### src/rtl/uart_time_cmd_parser.sv
// rtl/uart_time_cmd_parser.sv - ASCII "Tmmss<CR>" / "R" command parser driving the clock digit reconfig inputs
// Every command gets exactly one status byte: 'K' on success, 'E' on a rejected or timed-out command.
module uart_time_cmd_parser #(
  parameter int TIMEOUT_CYCLES = 50_000_000,
  parameter int TO_W           = 26
) (
  input  logic       clk,
  input  logic       resett,
  input  logic [7:0] rx_data,
  input  logic       rx_valid,
  output logic [7:0] tx_data,
  output logic       tx_valid,
  input  logic       tx_ready,
  output logic [3:0] sec_reconfig_l,
  output logic [3:0] sec_reconfig_m,
  output logic [3:0] min_reconfig_l,
  output logic [3:0] min_reconfig_m,
  output logic       reconfig_en,
  output logic       clear,
  output logic       cmd_error,
  output logic       busy
);

  localparam logic [7:0] CH_T    = 8'h54;
  localparam logic [7:0] CH_TL   = 8'h74;
  localparam logic [7:0] CH_R    = 8'h52;
  localparam logic [7:0] CH_RL   = 8'h72;
  localparam logic [7:0] CH_CR   = 8'h0D;
  localparam logic [7:0] RSP_OK  = 8'h4B;
  localparam logic [7:0] RSP_ERR = 8'h45;
  localparam logic [TO_W-1:0] TO_LAST = TO_W'(TIMEOUT_CYCLES - 1);

  typedef enum logic [2:0] {IDLE, MT, MU, ST, SU, WCR, APPLY, RESP} state_t;

  state_t          state;
  logic [3:0]      sh_min_m, sh_min_l, sh_sec_m, sh_sec_l;
  logic [TO_W-1:0] to_cnt;

  logic is_t, is_r, in_cmd, byte_ok, fault;

  // fault covers both a bad byte and the inter-byte timeout; a received byte wins over expiry
  always_comb begin
    is_t    = (rx_data == CH_T) || (rx_data == CH_TL);
    is_r    = (rx_data == CH_R) || (rx_data == CH_RL);
    in_cmd  = (state == MT) || (state == MU) || (state == ST) ||
              (state == SU) || (state == WCR);
    byte_ok = 1'b0;
    case (state)
      MT, ST:  byte_ok = (rx_data >= 8'h30) && (rx_data <= 8'h35);
      MU, SU:  byte_ok = (rx_data >= 8'h30) && (rx_data <= 8'h39);
      WCR:     byte_ok = (rx_data == CH_CR);
      default: byte_ok = 1'b0;
    endcase
    fault = in_cmd && (rx_valid ? (!is_t && !byte_ok) : (to_cnt == TO_LAST));
  end

  assign busy = (state != IDLE);

  always_ff @(posedge clk or negedge resett) begin
    if (!resett) begin
      state          <= IDLE;
      sh_min_m       <= 4'd0;
      sh_min_l       <= 4'd0;
      sh_sec_m       <= 4'd0;
      sh_sec_l       <= 4'd0;
      to_cnt         <= '0;
      tx_data        <= 8'h00;
      tx_valid       <= 1'b0;
      sec_reconfig_l <= 4'd0;
      sec_reconfig_m <= 4'd0;
      min_reconfig_l <= 4'd0;
      min_reconfig_m <= 4'd0;
      reconfig_en    <= 1'b0;
      clear          <= 1'b0;
      cmd_error      <= 1'b0;
    end else begin
      reconfig_en <= 1'b0;
      clear       <= 1'b0;
      cmd_error   <= 1'b0;
      if (fault) begin
        cmd_error <= 1'b1;
        tx_data   <= RSP_ERR;
        tx_valid  <= 1'b1;
        state     <= RESP;
      end else begin
        case (state)
          IDLE: begin
            if (rx_valid) begin
              if (is_t) begin
                to_cnt <= '0;
                state  <= MT;
              end else if (is_r) begin
                clear    <= 1'b1;
                tx_data  <= RSP_OK;
                tx_valid <= 1'b1;
                state    <= RESP;
              end
            end
          end
          MT, MU, ST, SU, WCR: begin
            if (rx_valid) begin
              to_cnt <= '0;
              if (is_t) begin
                state <= MT;
              end else begin
                case (state)
                  MT: begin sh_min_m <= rx_data[3:0]; state <= MU;  end
                  MU: begin sh_min_l <= rx_data[3:0]; state <= ST;  end
                  ST: begin sh_sec_m <= rx_data[3:0]; state <= SU;  end
                  SU: begin sh_sec_l <= rx_data[3:0]; state <= WCR; end
                  default: begin
                    // digits are driven in the same edge as the strobe so they are valid with reconfig_en
                    min_reconfig_m <= sh_min_m;
                    min_reconfig_l <= sh_min_l;
                    sec_reconfig_m <= sh_sec_m;
                    sec_reconfig_l <= sh_sec_l;
                    reconfig_en    <= 1'b1;
                    state          <= APPLY;
                  end
                endcase
              end
            end else begin
              to_cnt <= to_cnt + 1'b1;
            end
          end
          APPLY: begin
            tx_data  <= RSP_OK;
            tx_valid <= 1'b1;
            state    <= RESP;
          end
          RESP: begin
            if (tx_ready) begin
              tx_valid <= 1'b0;
              state    <= IDLE;
            end
          end
          default: state <= IDLE;
        endcase
      end
    end
  end

endmodule

### config.mk
export PLATFORM = sky130hd
export DESIGN_NAME = uart_time_cmd_parser
export DESIGN_NICKNAME = d
export VERILOG_FILES = /design/src/rtl/uart_time_cmd_parser.sv
export SDC_FILE = /design/constraint.sdc
export NUM_CORES = 1
export LEC_CHECK = 0
export CAP_MARGIN = 20
export CORE_MARGIN = 3
export CORE_UTILIZATION = 60
export CTS_CLUSTER_DIAMETER = 120
export DETAILED_ROUTE_END_ITERATION = 8
export GPL_ROUTABILITY_DRIVEN = 0
export PLACE_DENSITY = 0.85
export SLEW_MARGIN = 20
export SYNTH_ARGS = -nofsm -noshare
export SYNTH_HDL_FRONTEND = slang
export SYNTH_SLANG_ARGS = --single-unit
### constraint.sdc
create_clock -name clk -period 4.3 [get_ports clk]
set_clock_uncertainty 0.15 [all_clocks]
set_input_delay 0.86 -clock clk [delete_from_list [all_inputs] [get_ports clk]]
set_output_delay 0.86 -clock clk [all_outputs]
set_load 0.01 [all_outputs]
Word level (Yosys, flattened, before mapping)

Cells that the tools add are included.

Add/sub/neg operators: 1
Magnitude comparators: 3
Equality and inequality tests: 21
Mux-type cells: 37
Bitwise operators: 3
Reductions and logical operators: 30

Operators by type and width:

| operator                                                                          | count |
|---|---|
| 26-bit 2-to-1 mux                                                                 | 3 |
| 26-bit one-hot mux with 2 select lines                                            | 1 |
| 8-bit by 7-bit equality test with 1-bit output (second input constant)            | 4 |
| 8-bit 2-to-1 mux                                                                  | 4 |
| 5-bit AND reduction                                                               | 6 |
| 26-bit by 1-bit adder with 26-bit output (second input constant)                  | 1 |
| 26-bit equality test (second input constant)                                      | 1 |
| 3-bit one-hot mux with 4 select lines                                             | 2 |
| 3-bit 2-to-1 mux                                                                  | 7 |
| 1-bit 2-to-1 mux                                                                  | 17 |
| 8-bit by 6-bit less-or-equal comparator with 1-bit output (second input constant) | 2 |
| 8-bit one-hot mux with 2 select lines                                             | 1 |
| 3-bit inequality test (second input constant)                                     | 5 |
| 3-bit equality test (second input constant)                                       | 4 |
| 4-bit AND reduction                                                               | 3 |
| 8-bit by 4-bit equality test with 1-bit output (second input constant)            | 1 |
| 8-bit by 6-bit >= comparator with 1-bit output (second input constant)            | 1 |
| 3-bit by 2-bit equality test with 1-bit output (second input constant)            | 2 |
| 1-bit logical OR                                                                  | 6 |
| 1-bit one-hot mux with 3 select lines                                             | 2 |
| 3-bit nonzero test                                                                | 2 |
| 5-bit OR reduction                                                                | 1 |
| 1-bit logical AND                                                                 | 4 |
| 2-bit inequality test (second input constant)                                     | 2 |
| other kinds (9)                                                                   | 13 |

Bits in registers: 73
Input port bits: 12
Output and inout bits: 29
Logic and storage cells: 110

Longest topological paths before layout

Gate-level depths: netlist (run 1).

Depth after elaboration: 9
Depth in mapped cells: 9
Gate-level depth less buffers: 7

Least setup slack after synthesis (run 1)

No wires, ideal clock.

Path type: input to register
From: in rx_data[1]
To: reg min_reconfig_m[0]
Setup time: 0.125 ns
Arrival: 2.380 ns
Required time: 4.025 ns
Slack: 1.645 ns
Stages on the path: 8
Path buffers: 2
Cell sequence: clkbuf_1 a211oi_1 o211ai_1 nand2_1 nand3_1 nor2_2 buf_4 mux2_2

Cells in the longest elaborated chain, start to end: 9
Elaborated cells between the ends (all ways): 18
Those cells by class: order compare: 3; eq/ne: 3; mux: 2; bitwise: 2; reduce/logical: 8

RTL lines:

| item                                                                   | line   | text |
|---|---|---|
| from (decl)                                                            | 9      | `input logic [7:0] rx_data,` |
| 8-bit by 6-bit >= comparator with 1-bit output (tied with other cells) | 49, 50 |  |
| 1-bit logical AND (on tied branches)                                   | 50, 49 |  |
| 1-bit one-hot mux with 3 select lines                                  | 48     | `case (state)` |
| 1-bit zero test                                                        | 54     | `fault = in_cmd && (rx_valid ? (!is_t && !byte_ok) : (to_cnt == TO_LAST));` |
| 1-bit logical AND                                                      | 54     |  |
| 1-bit 2-to-1 mux                                                       | 54     |  |
| 1-bit logical AND                                                      | 54     |  |
| 1-bit inverter (no line)                                               | -      |  |
| 5-bit AND reduction (no line) *                                        | -      |  |
| to (signal assigned)                                                   | 113    | `min_reconfig_m <= sh_min_m;` |
| to (decl)                                                              | 17     | `output logic [3:0] min_reconfig_m,` |

Every way passes the cells marked *; elsewhere a longest branch is shown, timed or not.
A chain may end at the register's enable or synchronous reset.

Worst setup path in the final report (run 1)

From: reg state[1]
To: out busy

Cells in the longest elaborated chain, start to end: 1

RTL lines:

| item                   | line | text |
|---|---|---|
| from (decl)            | 35   | `state_t state;` |
| from (signal assigned) | 61   | `state <= IDLE;` |
| from (signal assigned) | 84   | `state <= RESP;` |
| from (signal assigned) | 91   | `state <= MT;` |
| 3-bit nonzero test     | 57   | `assign busy = (state != IDLE);` |
| to (decl)              | 21   | `output logic busy` |

No other way between the ends.

==> results of run 1 <==
-- through the flow --
stage,power [W],cells
final,0.00186,445
after global routing,0.00196,445
after CTS,0.00185,445
after detailed placement,0.00130,429
after global placement,0.00128,429
after floorplan,0.00116,337
-- power by group --
| group | total, W | switching, W | internal [W] |
|---|---|---|---|
| registers | 0.000828 | 0.000115 | 0.000713 |
| clock network | 0.000544 | 0.000267 | 0.000277 |
| logic | 0.000484 | 0.000293 | 0.000191 |
-- registers in the layout, summed over array words and instances (netlist names) --
register,cells
to_cnt,26
reconfig_en,1
sh_min_l,4
clear,1
min_reconfig_l,4
tx_valid,1
state,3
tx_data,3
min_reconfig_m,4
cmd_error,1
sh_min_m,4
sec_reconfig_m,4
sec_reconfig_l,4
sh_sec_m,4
sh_sec_l,4
-- critical path, stage by stage (launching register included) --
cell             delay (ns)
dfrtp_1                0.55
nor3_2                 0.46
inv_1                  0.27
clkdlybuf4s50_1        0.54
-- worst min-delay path by stage --
stage	start	to	slack, ns	cells after the start
global placement	to_cnt[15]	to_cnt[15]	0.31	1
CTS	to_cnt[15]	to_cnt[15]	0.34	1
finish	sh_sec_l[3]	sec_reconfig_l[3]	0.34	1
global route	to_cnt[15]	to_cnt[15]	0.35	1
floorplan	to_cnt[15]	to_cnt[15]	0.29	1
detailed placement	to_cnt[15]	to_cnt[15]	0.33	1
-- final cells by class --
| type | instances | area, um2 |
|---|---|---|
| multi-input combinational | 245 | 1670 |
| clock inverter | 7 | 81.3 |
| inverter | 4 | 15.0 |
| clock buffer | 9 | 124 |
| fill | 378 | 1500 |
| timing repair buffer | 40 | 390 |
| tap | 72 | 90.1 |
| sequential | 68 | 1700 |
-- cells in the mapped netlist (all sizes together) (3+ instances only) --
library cell / instances / area, um2
nand3: 19 / 95.1
and3: 6 / 37.5
o211ai: 4 / 30.0
mux2: 30 / 338
xor2: 4 / 35.0
nand2b: 3 / 18.8
dfrtp: 68 / 1700
nor2: 20 / 77.6
o31ai: 4 / 30.0
nor3: 13 / 75.1
clkbuf: 4 / 15.0
and2: 5 / 31.3
nor2b: 5 / 31.3
nand2: 32 / 125
nand4: 8 / 71.3
o21a: 4 / 30.0
or3: 5 / 31.3
a21o: 4 / 30.0
a22o: 5 / 43.8
and4: 3 / 26.3
inv: 4 / 15.0
o21ai: 5 / 25.0
a31oi: 13 / 81.3
a21oi: 19 / 95.1
buf: 16 / 114
-- layer usage --
layer | vias up | GRT usage
met5 | - | 0
met4 | 0 | 0.118
met3 | 25 | 0.0553
met2 | 128 | 0.420
met1 | 1420 | 0.337
li1 | 1306 | -
-- kinds of logic after synthesis --
kind of cell,Yosys count,synth area share
AO/OA/AOI/OAI,72,0.139
XOR/XNOR,6,0.0150
adder cells (fa/ha/maj),1,0.00357
buffers and inverters,24,0.0411
flip-flops,68,0.486
multiplexers,31,0.0992
other,1,0.00107
AND/OR/NAND/NOR,132,0.215
==> out/qor.yml, run 1 <==
timing:
  hold-worst-slack_ns: 0.341
  tightest_slew_ns: 0.681
  setup_viol: 0
  slew_headroom: 0.543
  period_share: 0.739
  final_max_slew_viol_count: 0
  hold_violations: 0
  fin_crit_ns: 3.18
  fin_setup_tns_ns: 0
  fmax_mhz: 315
  setup_ws_ns: 1.12
  rsz0062_at_grt: "no"
floorplanning:
  dieWidth_um: 82.4
  initial_core_util: 0.629
  io_pins: 41
  core-area_mm2: 0.00557
  die_area_mm2: 0.00679
  rows: 27
  dieHeight_um: 82.4
power:
  leakage_nw: 1.84
  vdd_ir_drop_max_uv: 296
  power_density_mw_per_mm2: 456
yosys:
  synthesis.area_mm2: 0.00350
  synth_edf_count: 0
  async_flop_share: 1.00
  seq_area_frac_synth: 0.486
  synth-seq-cells: 68
  syn_inst: 335
  syn_avg_cell_area_um2: 10.5
  synthFlopType: "dfrtp_1"
  synth_cell_types: 59
  ys_warn_count: 0
layout:
  stdcell_area_mm2: 0.00407
  syn2layout_area_growth_pct: 16.2
  mostFrequentLayoutCells: "68 x dfrtp_1, 36 x clkdlybuf4s50_1, 30 x nand2_1"
  diodes: 0
  utilization: 0.731
  final_common_cell: "dfrtp_1"
  drive_gt1_frac: 0.166
  nets: 381
worst_setup_path:
  rr_startpoint: "state[1]"
  cp-start-kind: "register"
  path_class: "reg -> out"
  reg2reg_depth: 7
  rr_endpoint: "state[2]"
  crit_end: "busy"
  r2r_slack_ns: 1.56
  worst_ep_arrival_time_ns: 2.17
  cp_max_fo: 12
  startpoint: "state[1]"
  endpoint_kind: "output pin"
  required_ns: 3.29
route:
  highest_layer: "met4"
  wl_per_cell_um: 18.3
  dr_wl_met3_um: 467
  routed_wl_mm: 8.13
  wl_met1_mm: 3.40
  drtIter0Drc: 255
  drtAntennaViolNets: 0
  drcViolationCount: 0
  vias: 2879
  first_pass_iters: 5
  vias_per_cell: 6.47
  dr_wl_met2_mm: 4.06
clock_tree:
  cts_max_level: 3
  cts_buffer_depth: 2
  numCtsBuffers: 9
  cts_setup_buffers: 0
  cts_resized: 0
  clk_pin_slew_ns: 0.09
  cts_tree: "done"
  clockRootBuffer: "clkbuf_8"
  hold_buffers: 0
  cts_sinks: 68
  clk_latency_ns: 0.35
place:
  dp_slack_ns: 0.860
  placed_area_mm2: 0.00387
  portBuffers: 37
  hpwl_mm: 5.60
global_route:
  grt_overflow: 0
  grt_max_degree: 46
  antenna_found_initial: 0
  grt_pass1_vias: 2745
  grt_pass1_wl_mm: 13.3
  grt_usage: 0.261
status:
  status: "finished, final reports clean"
flow_run:
  max-cap-violations: 0
worst_hold_path:
  min_path_type: "reg -> reg"
Power figures use the tool's default switching activity.
==> run 2, diff against run 1 <==
Settings changed: CORE_UTILIZATION 60 to 56, PLACE_DENSITY 0.85 to 0.8.
Clock period 4.3 ns to 3 ns, I/O delays scaled along.
==> out/qor.yml, run 2 (same netlist as run 1, synthesis figures left out) <==
status:
  status: "finished, final reports clean"
clock_tree:
  numCtsBuffers: 9  # unchanged
  clockRootBuffer: "clkbuf_8"
  clk_pin_slew_ns: 0.07  # -0.02 ns
  cts_sinks: 68  # unchanged
  cts_buffer_depth: 2  # unchanged
  clk_latency_ns: 0.35  # about the same
  cts_tree: "done"
  cts_resized: 0  # unchanged
  cts_max_level: 3  # unchanged
power:
  p_seq_frac: 0.432  # -0.014
  vdd_ir_drop_max_uv: 528  # +78%
  leakage_nw: 1.92  # +4.3%
  internal-power_w: 0.00175  # +49%
  power_density_mw_per_mm2: 643  # +41%
  p_comb_frac: 0.276  # +0.015
  p_sw_w: 0.000961  # +42%
  swShare: 0.354  # -0.00984
  power_w: 0.00272  # +46%
  clkPwrFrac: 0.292  # about the same
worst_setup_path:
  worst_ep_arrival_time_ns: 2.09  # -0.08 ns
  rr_endpoint: "sh_sec_m[1]"
  slowest_delay_ns: 0.59  # +0.04 ns
  path_class: "reg -> out"
  cp_num_buf_inv: 2  # unchanged
  rr_startpoint: "state[0]"
  cp-start-kind: "register"
  startpoint: "state[0]"
  cp_top_family: "buffers and inverters"
  reg2reg_depth: 6  # -1
  path_depth: 3  # unchanged
  cp_slowest_cell: "dfrtp_1"
  r2r_slack_ns: 0.48  # -1.08 ns
  required_ns: 2.25  # -1.04 ns
  endpoint_kind: "output pin"
  cp_max_fo: 16  # +4
  crit_chain: "nor3_2 -> inv_1 -> clkdlybuf4s50_1"
layout:
  final_cell_count_no_fill: 463  # +4.0%
  mostFrequentLayoutCells: "68 x dfrtp_1, 36 x clkdlybuf4s50_1, 30 x nand2_1"
  multi_input_area_mm2: 0.00167  # unchanged
  nFillCells: 427  # +13%
  diodes: 0  # unchanged
  drive_gt1_frac: 0.196  # +0.0297
  seq_area_mm2: 0.00170  # unchanged
  largest_reg_flops: 26  # unchanged
  nets: 396  # +3.9%
  utilization: 0.704  # -0.0264
  syn2layout_area_growth_pct: 20.4
  final_common_cell: "dfrtp_1"
  regMostFlops: "to_cnt"
timing:
  setup_viol: 0  # unchanged
  slew_headroom: 0.603  # +0.0600
  fin_setup_tns_ns: 0  # unchanged
  hold_violations: 0  # unchanged
  rsz0062_at_grt: "no"
  tightest_slew_ns: 0.592  # -0.0892 ns
  final_max_slew_viol_count: 0  # unchanged
  fin_crit_ns: 2.84
  period_share: 0.946
  setup_ws_ns: 0.162  # -0.961 ns
  fmax_mhz: 352
worst_hold_path:
  hold_start: "tx_valid"
  whs_endpoint: "tx_valid"
  min_path_type: "reg -> reg"
  hold_path_depth: 2  # +1
flow_run:
  max-cap-violations: 0  # unchanged
place:
  portBuffers: 37  # unchanged
  dp_cells: 446  # +4.0%
  dp_slack_ns: -0.00703  # -0.867 ns
  hpwl_mm: 5.86  # +4.7%
floorplanning:
  dieHeight_um: 85.1  # +3.3%
  core-area_mm2: 0.00599  # +7.5%
  initial_core_util: 0.585  # -0.0437
  dieWidth_um: 85.1  # +3.3%
  rows: 28  # +3.7%
  die_area_mm2: 0.00724  # +6.6%
  io_pins: 41  # unchanged
route:
  drtIter0Drc: 176  # -31%
  vias_per_cell: 6.17  # -4.6%
  drtAntennaViolNets: 0  # unchanged
  drcViolationCount: 0  # unchanged
  first_pass_iters: 5  # unchanged
  wl_per_cell_um: 17.8  # -2.8%
  routed_wl_mm: 8.22  # +1.1%
  vias: 2858  # -0.73%
global_route:
  grt_pass1_wl_mm: 13.5  # +2.0%
  grt_overflow: 0  # unchanged
  grt_pass1_vias: 2719  # -0.95%
  grt_usage: 0.240  # -0.0209
  antenna_found_initial: 0  # unchanged
  grt_max_degree: 29  # -37%
[run 2: worst max-delay path by stage]
stage | endpoint | slack, ns
2_1_floorplan | min_reconfig_m[0] | 0.61
3_3_place_gp | sh_sec_m[2] | 0.07
3_5_place_dp | sh_sec_m[1] | -0.007
4_1_cts | busy | 0.18
5_1_grt | busy | 0.05
6_report | busy | 0.16
[run 2: metrics by stage]
stage	hold WS [ns]	instance area [um2]
floorplan	0.154	3510
global placement	0.314	4000
detailed placement	0.320	4000
CTS	0.336	4220
global route	0.367	4220
finish	0.333	4220
[run 2: metal layers]
| metal | GRT usage | up-vias | share of wire |
|---|---|---|---|
| met1 | 0.329 | 1407 | 0.44 |
| li1 | - | 1332 | - |
| met3 | 0.0650 | 15 | 0.059 |
| met4 | 0.0763 | 0 | 0.016 |
| met2 | 0.371 | 104 | 0.48 |
| met5 | 0 | - | 0 |
[run 2: tightest hold or removal path: cells and delay by family (launching register included)]
family           cells  cell delay (ns)
AND/OR/NAND/NOR      2             0.10
flip-flops           1             0.35
[run 2: timing repair]
action	in CTS	in global routing
buffers inserted	0	0
hold buffers	1	0
endpoints found under the hold margin	13	0
[run 2: power by group through the flow]
stage          clock [W]  combinational [W]  sequential [W]
3_3_place_gp           0           0.000722         0.00117
2_1_floorplan          0           0.000527         0.00113
3_5_place_dp           0           0.000742         0.00118
5_1_grt         0.000844           0.000825         0.00119
6_report        0.000793           0.000751         0.00117
4_1_cts         0.000804           0.000746         0.00117
[run 2: area by class of cell]
cell class                 instances  share of cell area
clock inverter                     6              0.0172
multi-input combinational        245               0.396
timing repair buffer              55               0.125
inverter                           4             0.00356
sequential                        68               0.403
clock buffer                      10              0.0326
tap                               75              0.0222
==> run 3, diff against run 2 <==
Settings changed: CAP_MARGIN 20 to unset.
==> results of run 3 <==
Same layout as run 2: the final DEF is identical, and so are final timing and power.
